File: src/rtl/usbh_hid_report_mux.sv
// usbh_hid_report_mux
// Captures HID reports from several usbh_host_hid ports, tracks per-port
// liveness with a timeout, and selects one report (fixed by sel or following
// the most recently changed port) for the hex/OLED display path.
// Everything runs in the clk_usb domain.
module usbh_hid_report_mux #(
    parameter int C_channels      = 3,
    parameter int C_report_length = 20,
    parameter int C_out_bytes     = 8,
    parameter int C_sel_bits      = 2,
    parameter int C_timeout_bits  = 22
) (
    input  logic                                     clk,
    input  logic                                     rstn,
    input  logic [C_channels*C_report_length*8-1:0]  hid_report,
    input  logic [C_channels-1:0]                    hid_valid,
    input  logic                                     mode,
    input  logic [C_sel_bits-1:0]                    sel,
    output logic [C_out_bytes*8-1:0]                 out_report,
    output logic [C_sel_bits-1:0]                    out_channel,
    output logic                                     out_valid,
    output logic [C_channels-1:0]                    alive,
    output logic [C_channels-1:0]                    changed
);

    localparam int RW = C_report_length * 8;
    localparam int OW = C_out_bytes * 8;

    // Timer saturates at all-ones; the port expires on the step that reaches it,
    // so a port stays alive for 2**C_timeout_bits-1 cycles after its last report.
    localparam logic [C_timeout_bits-1:0] TIMER_MAX  = {C_timeout_bits{1'b1}};
    localparam logic [C_timeout_bits-1:0] TIMER_ONE  = C_timeout_bits'(1'b1);
    localparam logic [C_timeout_bits-1:0] TIMER_EXP  = TIMER_MAX - TIMER_ONE;
    localparam logic [C_timeout_bits-1:0] TIMER_ZERO = {C_timeout_bits{1'b0}};
    localparam logic [C_sel_bits:0]       NUM_CH     = (C_sel_bits + 1)'(C_channels);
    localparam logic [C_sel_bits-1:0]     SEL_ZERO   = {C_sel_bits{1'b0}};

    // Per-port state
    logic [RW-1:0]             report_buf_r [C_channels];
    logic [C_timeout_bits-1:0] timer_r      [C_channels];
    logic [C_channels-1:0]     alive_r;
    logic [C_channels-1:0]     changed_r;
    logic [C_channels-1:0]     expired_r;

    // Selection / output state
    logic [C_sel_bits-1:0]     auto_sel_r;
    logic [OW-1:0]             out_report_r;
    logic [C_sel_bits-1:0]     out_channel_r;
    logic                      out_valid_r;

    // Combinational helpers
    logic [RW-1:0]             port_report_s [C_channels];
    logic [C_channels-1:0]     diff_s;
    logic [C_channels-1:0]     expire_s;
    logic [C_sel_bits-1:0]     first_changed_s;
    logic [C_sel_bits-1:0]     target_s;
    logic [OW-1:0]             sel_report_s;
    logic                      target_expired_s;
    logic                      out_valid_s;

    // Slice the flat report bus per port and decode capture-difference and expiry
    always_comb begin
        for (int i = 0; i < C_channels; i++) begin
            port_report_s[i] = hid_report[i*RW +: RW];
            diff_s[i]        = hid_valid[i] & (port_report_s[i] != report_buf_r[i]);
            // A strobe in the expiry cycle wins over the timeout
            expire_s[i]      = alive_r[i] & ~hid_valid[i] & (timer_r[i] == TIMER_EXP);
        end
    end

    // Per-port report buffer, liveness timer, alive flag and change/expiry pulses
    always_ff @(posedge clk) begin
        if (!rstn) begin
            for (int i = 0; i < C_channels; i++) begin
                report_buf_r[i] <= {RW{1'b0}};
                timer_r[i]      <= TIMER_ZERO;
            end
            alive_r   <= {C_channels{1'b0}};
            changed_r <= {C_channels{1'b0}};
            expired_r <= {C_channels{1'b0}};
        end else begin
            for (int i = 0; i < C_channels; i++) begin
                if (hid_valid[i]) begin
                    report_buf_r[i] <= port_report_s[i];
                    timer_r[i]      <= TIMER_ZERO;
                    alive_r[i]      <= 1'b1;
                end else if (expire_s[i]) begin
                    report_buf_r[i] <= {RW{1'b0}};
                    timer_r[i]      <= TIMER_MAX;
                    alive_r[i]      <= 1'b0;
                end else if (alive_r[i]) begin
                    timer_r[i]      <= (timer_r[i] == TIMER_MAX) ? TIMER_MAX : timer_r[i] + TIMER_ONE;
                end else begin
                    timer_r[i]      <= timer_r[i];
                end
            end
            changed_r <= diff_s;
            expired_r <= expire_s;
        end
    end

    // Lowest port with a change pulse this cycle, else the remembered auto choice
    always_comb begin
        first_changed_s = auto_sel_r;
        for (int i = C_channels - 1; i >= 0; i--) begin
            first_changed_s = changed_r[i] ? C_sel_bits'(i) : first_changed_s;
        end
    end

    // Display target: auto follows the last change, fixed mode clamps out-of-range sel to port 0
    always_comb begin
        target_s = SEL_ZERO;
        if (mode) begin
            target_s = first_changed_s;
        end else if ({1'b0, sel} >= NUM_CH) begin
            target_s = SEL_ZERO;
        end else begin
            target_s = sel;
        end
    end

    // Fetch the low bytes of the target buffer and whether it was just timed out
    always_comb begin
        sel_report_s     = {OW{1'b0}};
        target_expired_s = 1'b0;
        for (int i = 0; i < C_channels; i++) begin
            sel_report_s     = (target_s == C_sel_bits'(i)) ? report_buf_r[i][OW-1:0] : sel_report_s;
            target_expired_s = (target_s == C_sel_bits'(i)) ? expired_r[i] : target_expired_s;
        end
        out_valid_s = (target_s != out_channel_r) | (sel_report_s != out_report_r) | target_expired_s;
    end

    // Output register stage and auto-select latch (latch only tracks while in auto mode)
    always_ff @(posedge clk) begin
        if (!rstn) begin
            auto_sel_r    <= SEL_ZERO;
            out_report_r  <= {OW{1'b0}};
            out_channel_r <= SEL_ZERO;
            out_valid_r   <= 1'b0;
        end else begin
            auto_sel_r    <= mode ? first_changed_s : auto_sel_r;
            out_report_r  <= sel_report_s;
            out_channel_r <= target_s;
            out_valid_r   <= out_valid_s;
        end
    end

    assign out_report  = out_report_r;
    assign out_channel = out_channel_r;
    assign out_valid   = out_valid_r;
    assign alive       = alive_r;
    assign changed     = changed_r;

endmodule

File: config.mk
export PLATFORM = sky130hd
export DESIGN_NAME = usbh_hid_report_mux
export DESIGN_NICKNAME = d
export VERILOG_FILES = /design/src/rtl/usbh_hid_report_mux.sv
export SDC_FILE = /design/constraint.sdc
export NUM_CORES = 1
export LEC_CHECK = 0
export ABC_CLOCK_PERIOD_IN_PS = 8100
export BUFFER_PORTS_ARGS = -buffer_cell sky130_fd_sc_hd__clkbuf_2
export CAP_MARGIN = 20
export CORE_MARGIN = 5
export CORE_UTILIZATION = 35
export DETAILED_ROUTE_END_ITERATION = 10
export GPL_TIMING_DRIVEN = 0
export REMOVE_ABC_BUFFERS = 1
export SYNTH_ARGS = -nofsm -noshare
export SYNTH_HDL_FRONTEND = slang
export SYNTH_SLANG_ARGS = --single-unit
export TNS_END_PERCENT = 100
File: constraint.sdc
create_clock -name clk -period 8.1 [get_ports clk]
set_clock_uncertainty 0.15 [all_clocks]
set_input_delay 1.62 -clock clk [delete_from_list [all_inputs] [get_ports clk]]
set_output_delay 1.62 -clock clk [all_outputs]
set_load 0.01 [all_outputs]
==> flow_summary.yaml, run 1 <==
outcome:
  status: "finished clean"
global_route:
  use_met1_pct: 28.3
  antenna_found_initial: 23
  first_global_vias: 22378
  grt_util_met2_pct: 36.3
  grt_usage_pct: 22.5
  grt_max_degree: 78
  grt_use_met3_pct: 8.12
  grt_overflow: 0
  busiest_layer: "met2"
  grt_pass1_wl_um: 154000
yosys:
  ys_ff_latch: 624
  synth-edff-count: 386
  synth_cell_types: 69
  ys_warn_count: 0
  syn_area_per_cell_um2: 11.4
  syn-instance-count: 2667
  syn-cell-area_mm2: 0.0303
  synth-async-reset-ratio_pct: 0
  synth_ff_type: "edfxtp_1"
  synth_seq_area_share_pct: 54.0
final_layout:
  syn_to_final_growth_pct: 23.4
  regArea_mm2: 0.0164
  multi_input_comb_area_mm2: 0.0133
  drive_gt1_share_pct: 23.0
  fill_cells: 8153
  fin_nets: 3707
clock_network:
  cts_resized: 0
  cts_tree: "done"
  root_buffer: "clkbuf_16"
  post-cts-setup-buffer-count: 0
  clk-insertion-delay-late_ps: 630
  cts_sinks: 624
  htreeDepth: 3
  clock_path_buffers: 3
  cts_buffers: 75
  path_clk_slew_ps: 60
  hold_buffers: 0
placed_design:
  gp_congestion: 0.908
  port_buffers: 560
  place_ws_ps: 2300
  hpwl_um: 84900
worst_setup_path:
  crit_chain: "clkbuf_2, or3b_1, o21a_4, buf_16, mux2i_1, o2bb2ai_1, xor2_1, nor4_1, nand4_1, nor4_1, a41oi_1"
  worstSetupPathType: "input port to flop"
  cp.arrival_ps: 5470
  slowest_delay_ps: 590
  crit_slowest_cell: "o21a_4"
  start_kind: "input port"
  worstRegToRegCells: 10
  path_max_fanout: 42
  required_ps: 8390
  crit_top_cell: "nor4_1"
  cp-end-kind: "flop"
sta:
  min_period_ps: 5180
  slew_violations: 0
  slew_headroom_pct: 28.7
  fin_ws_ps: 2920
  hold_viol: 0
  fmax_mhz: 193
  finalSetupViolations: 0
  tightest_slew_ps: 1060
  fin_crit_sh_pct: 64.0
  rsz0062_at_grt: "false"
  finalHoldWorstSlack_ps: 339
routing:
  routed_wl_um: 109000
  via_count: 22558
  drc: 0
  firstDrtPassIters: 5
  ant_nets: 0
  post_drt_wl_per_cell_um: 24.5
  routed_via_density: 5.09
  drt_iter0_markers: 1913
floorplan:
  coreArea_mm2: 0.0855
  initial_core_util_pct: 35.4
  die_width_um: 304
  io_pins: 561
  die_area_mm2: 0.0925
  die_y_um: 304
  rows: 107
flow_run:
  cap_violations: 0
min_path:
  holdPathStages: 2
  hold_class: "flop to flop"
power_and_ir_drop:
  peakVddDrop_uv: 154
  power.density_mw_per_mm2: 228
  leakage_nw: 15.7
## metal layers
layer / wire length (um) / up-vias
met5: 69 / -
met4: 3650 / 10
met3: 10200 / 148
met2: 50300 / 782
met1: 44600 / 10903
li1: - / 10715
## cell usage after synthesis (3+ instances only)
cell	number	area (um^2)
a211oi_1	8	60.1
a21oi_1	68	340
a221o_1	3	30.0
a221oi_1	6	52.6
a222oi_1	3	30.0
a22o_1	161	1410
a22oi_1	23	173
a2bb2oi_1	3	26.3
a31o_2	4	35.0
a31oi_1	12	75.1
and2_1	343	2150
and3_1	19	119
buf_1	3	11.3
buf_2	15	75.1
buf_4	3	22.5
buf_6	3	33.8
clkbuf_1	102	383
dfxtp_1	238	4760
edfxtp_1	386	11600
ha_1	6	75.1
inv_1	46	173
mux2_2	19	214
mux2i_1	33	330
nand2_1	120	450
nand2b_1	4	25.0
nand3_1	49	245
nand3b_1	3	22.5
nand4_1	73	457
nor2_1	92	345
nor2b_1	5	31.3
nor3_1	9	45.0
nor4_1	101	632
o2111ai_1	3	26.3
o211ai_1	12	90.1
o21a_1	3	22.5
o21ai_0	63	315
o22ai_1	12	75.1
o2bb2ai_1	11	96.3
o311ai_0	3	26.3
or2_2	3	18.8
or3_1	4	25.0
xnor2_1	173	1520
xor2_1	384	3360
## logic make-up (layout without fill, tap and decap cells)
kind of cell / Yosys count / count (layout) / share of synthesized area [%]
AOI/OAI and AO/OA: 414 / 414 / 9.97
xor gates and xnor gates: 557 / 557 / 16.1
adders and majority gates: 6 / 6 / 0.248
buffers and inverters: 172 / 780 / 2.31
DFF: 624 / 624 / 54.0
muxes: 53 / 53 / 1.85
other: 0 / 17 / 0
and+or+nand+nor: 841 / 841 / 15.5
## power breakdown
| part | leakage (nW) | total [mW] | switching (mW) | internal (mW) |
|---|---|---|---|---|
| logic | 8.33 | 1.12 | 0.624 | 0.497 |
| clock network | 1.22 | 3.49 | 1.41 | 2.08 |
| registers | 6.11 | 3.89 | 0.233 | 3.65 |
| total | 15.7 | 8.50 | 2.27 | 6.23 |
## state kept, by name (all words and copies together), names as in the netlist
name,flops
alive,3
auto_sel_r,2
changed,3
expired_r,3
out_channel,2
out_report,64
out_valid,1
report_buf_r,480
timer_r,66
## stage by stage
step           utilization, %  total power [mW]   TNS, ps  cell area [um^2]  cells
6_report                 43.7              8.50         0             37400   4436
3_5_place_dp             40.7              5.07         0             34800   4279
3_3_place_gp             39.7              5.05  -2878300             34000   4245
4_1_cts                  43.6              8.59         0             37300   4418
5_1_grt                  43.7              8.84         0             37300   4428
2_1_floorplan               -              4.49    -37430             29800   2541
## area by class of cell
cell class | count | share of cell area [%]
diodes | 17 | 0.114
clock buffers | 103 | 5.61
clock inverters | 36 | 1.16
inverters | 46 | 0.462
multi-input cells | 1871 | 35.7
flip-flops and latches | 624 | 43.8
well taps | 1144 | 3.83
repair buffers | 595 | 9.38
## placed cells by master, fill, tap and decap left out, types with 6 or more instances in the layout
cell	instances
a211oi_1	8
a21oi_1	65
a221oi_1	6
a22o_1	161
a22oi_1	23
a31oi_1	12
and2_1	342
and3_1	19
buf_12	13
buf_16	14
bufinv_16	8
clkbuf_1	20
clkbuf_16	78
clkbuf_2	560
clkinv_1	8
clkinv_2	8
dfxtp_1	238
diode_2	17
edfxtp_1	386
ha_1	6
inv_1	45
mux2_2	19
mux2i_1	33
nand2_1	117
nand3_1	49
nand4_1	73
nor2_1	92
nor3_1	9
nor4_1	99
o211ai_1	12
o21ai_0	63
o22ai_1	12
o2bb2ai_1	11
xnor2_1	173
xor2_1	384
## worst max-delay path: cells and delay by family
family | cells | cell delay [ps]
compound gates | 3 | 1030
xor+xnor | 1 | 170
buf+inv | 2 | 460
mux | 1 | 580
simple gates | 4 | 1570
## worst paths after layout
path	to	slack, ps	from
min reg2reg	auto_sel_r[0]	340	auto_sel_r[0]
max	out_valid	2920	mode
max reg2reg	out_valid	3500	changed[2]
min	auto_sel_r[0]	340	auto_sel_r[0]
Note: power is estimated with default switching activity, not from simulation.
==> run 2, diff against run 1 <==
--- a/config.mk
+++ b/config.mk
@@ -5,7 +5,8 @@
 export SDC_FILE = /design/constraint.sdc
 export NUM_CORES = 1
 export LEC_CHECK = 0
-export ABC_CLOCK_PERIOD_IN_PS = 8100
+export ABC_AREA = 1
+export ABC_CLOCK_PERIOD_IN_PS = 5040
 export BUFFER_PORTS_ARGS = -buffer_cell sky130_fd_sc_hd__clkbuf_2
 export CAP_MARGIN = 20
 export CORE_MARGIN = 5
==> constraint.sdc (replaced) <==
create_clock -name clk -period 5.04 [get_ports clk]
set_clock_uncertainty 0.15 [all_clocks]
set_input_delay 1.008 -clock clk [delete_from_list [all_inputs] [get_ports clk]]
set_output_delay 1.008 -clock clk [all_outputs]
set_load 0.01 [all_outputs]
==> flow_summary.yaml, run 2 <==
power_and_ir_drop:
  p_seq_share_pct: 43.7
  peakVddDrop_uv: 254
  leakage_nw: 17.9
  intPower_mw: 10.4
  pwr-share-clk_pct: 40.0
  power.density_mw_per_mm2: 362
  swShare_pct: 27.9
  combPwrFrac_pct: 16.3
  switchingPower_mw: 4.04
worst_setup_path:
  worstRegToRegCells: 15
  crit_chain: "clkbuf_2, inv_4, nor3b_2, a21oi_1, nand4_4, nand2_8, buf_16, nor2_1"
  crit_slowest_cell: "nand4_4"
  r2r-end: "out_valid"
  crit_buf_inv: 3
  worstSetupPathType: "input port to flop"
  crit_cells: 8
  crit_path_end: "report_buf_r[1][109]"
  critical-path-top-delay-family: "simple AND/OR/NAND/NOR gates"
  slowest_delay_ps: 740
  path_max_fanout: 120
  r2r-start: "changed[0]"
  cp-end-kind: "flop"
  cp-startpoint: "rstn"
  required_ps: 5240
  start_kind: "input port"
  cp.arrival_ps: 4990
  regToRegSetupSlack_ps: 470
sta:
  rsz0062_at_grt: "false"
  slew_headroom_pct: 29.2
  slew_violations: 0
  fin_crit_sh_pct: 95.1
  tns_ps: 0
  tightest_slew_ps: 1060
  finalSetupViolations: 0
  fmax_mhz: 209
  min_period_ps: 4790
  hold_viol: 0
final_layout:
  utilization_pct: 42.8
  layout_commonest_cell: "nand2_1"
  largest_reg_flops: 480
  syn_to_final_growth_pct: 21.4
  finalNonFillerCells: 5794
  fill_cells: 9419
  most-common-layout-cells: "nand2_1, clkbuf_2, inv_1, nor2_1, edfxtp_1"
  largest_register: "report_buf_r"
  multi_input_comb_area_mm2: 0.0138
  drive_gt1_share_pct: 17.0
  regArea_mm2: 0.0164
  fin_nets: 4936
yosys:
  syn-instance-count: 3926
  synth_area_leader_cell: "edfxtp_1"
  synth_top_cells_by_area: "edfxtp_1, dfxtp_1, xnor2_1"
  synth_seq_area_share_pct: 49.6
  synth_top_cell_area_share_pct: 35.2
  ys_warn_count: 0
  yosysMostFrequentCell: "nand2_1"
  synth-async-reset-ratio_pct: 0
  syn_area_per_cell_um2: 8.40
  synth_ff_type: "edfxtp_1"
  synth_cell_types: 49
  synth-edff-count: 386
  syn-cell-area_mm2: 0.0330
  synth_common_cells: "nand2_1, nor2_1, inv_1"
  ys_ff_latch: 624
floorplan:
  die_width_um: 317
  initial_core_util_pct: 35.3
  coreArea_mm2: 0.0935
  die_y_um: 317
  rows: 112
  die_area_mm2: 0.100
  io_pins: 561
clock_network:
  clk-insertion-delay-late_ps: 640
  clock_path_buffers: 3
  cts_buffers: 78
  cts_tree: "done"
  cts_sinks: 624
  htreeDepth: 3
  root_buffer: "clkbuf_16"
  path_clk_slew_ps: 50
  hold_buffers: 0
outcome:
  status: "finished clean"
routing:
  drt_iter0_markers: 2237
  firstDrtPassIters: 5
  drc: 0
  via_count: 27639
  wl_met2_um: 52700
  routed_via_density: 4.77
  ant_nets: 0
  wl_met1_um: 46700
  post_drt_wl_per_cell_um: 19.7
  wl_met3_um: 10300
  highest_layer: "met5"
  routed_wl_um: 114000
global_route:
  grt_usage_pct: 21.9
  grt_max_degree: 121
  first_global_vias: 26435
  antenna_found_initial: 60
  grt_overflow: 0
  grt_pass1_wl_um: 165000
placed_design:
  port_buffers: 560
  dp.cells: 5614
  hpwl_um: 85500
  gp_congestion: 0.834
flow_run:
  cap_violations: 0
min_path:
  hold_class: "flop to flop"
## run 2: cell count changes after synthesis, sizes merged, moves of 63 or more
| cell | previous run | this run |
|---|---|---|
| inv | 46 | 556 |
| a21oi | 68 | 195 |
| xnor2 | 173 | 328 |
| nand2 | 121 | 669 |
| buf | 24 | 87 |
| and2 | 343 | 5 |
| nand3 | 49 | 334 |
| a22o | 161 | 0 |
| nor2 | 94 | 558 |
| xor2 | 384 | 120 |
## run 2: kinds of logic (layout without fill, tap and decap cells)
logic type / Yosys count / in the layout / synth area share, %
AOI/OAI and AO/OA: 307 / 307 / 4.90
xor gates and xnor gates: 448 / 448 / 11.9
adders and majority gates: 6 / 6 / 0.228
buffers and inverters: 714 / 1293 / 8.97
DFF: 624 / 624 / 49.6
other: 0 / 35 / 0
and+or+nand+nor: 1827 / 1827 / 24.4
## run 2: power by group through the flow
stage | Sequential [mW] | Combinational, mW | Clock, mW
floorplan | 6.41 | 1.38 | 0
global placement | 6.46 | 2.33 | 0
detailed placement | 6.43 | 2.37 | 0
CTS | 6.33 | 2.38 | 5.95
global route | 6.39 | 2.62 | 6.15
finish | 6.33 | 2.36 | 5.80
## run 2: repair_timing
item                                    in CTS  in global routing
endpoints found under the setup margin       0                196
resized for setup                            0                  2
buffers inserted                             0                  0
## run 2: how the worst min path moves through the flow
stage          slack, ps                  end  cells past startpoint                 from
6_report             310        auto_sel_r[0]                      2        auto_sel_r[0]
2_1_floorplan        290        auto_sel_r[1]                      2        auto_sel_r[1]
4_1_cts              310  report_buf_r[2][63]                      2  report_buf_r[2][63]
3_5_place_dp         310  report_buf_r[2][63]                      2  report_buf_r[2][63]
3_3_place_gp         300  report_buf_r[2][57]                      2  report_buf_r[2][57]
5_1_grt              330  report_buf_r[2][46]                      2  report_buf_r[2][46]
## run 2: routing by layer
metal | global-route usage [%] | vias up
li1 | - | 13776
met1 | 27.6 | 12802
met2 | 35.4 | 804
met3 | 7.14 | 213
met4 | 8.16 | 44
met5 | 0 | -
## run 2: layout make-up
type / instances / share of cell area, %
flip-flops and latches: 624 / 40.9
multi-input cells: 2588 / 34.4
repair buffers: 593 / 8.79
clock buffers: 115 / 5.81
inverters: 557 / 5.25
well taps: 1254 / 3.92
clock inverters: 28 / 0.766
diodes: 35 / 0.219
## run 2: tightest hold or removal path, delay by kind of cell, from the launching register on
| kind | cells | cell delay (ps) |
|---|---|---|
| AND/OR/NAND/NOR | 1 | 60 |
| AO/OA/AOI/OAI | 1 | 50 |
| flip-flops | 1 | 300 |
## run 2: per-stage QoR
stage | total power, mW | instance area [um^2] | setup slack [ps] | hold WS, ps
after floorplan | 7.79 | 32100 | -8250 | 293
after global placement | 8.80 | 36500 | -26100 | 302
after detailed placement | 8.80 | 37300 | -579 | 305
after CTS | 14.7 | 39900 | 14.0 | 313
after global routing | 15.2 | 40000 | 47.9 | 331
final | 14.5 | 40000 | 248 | 313
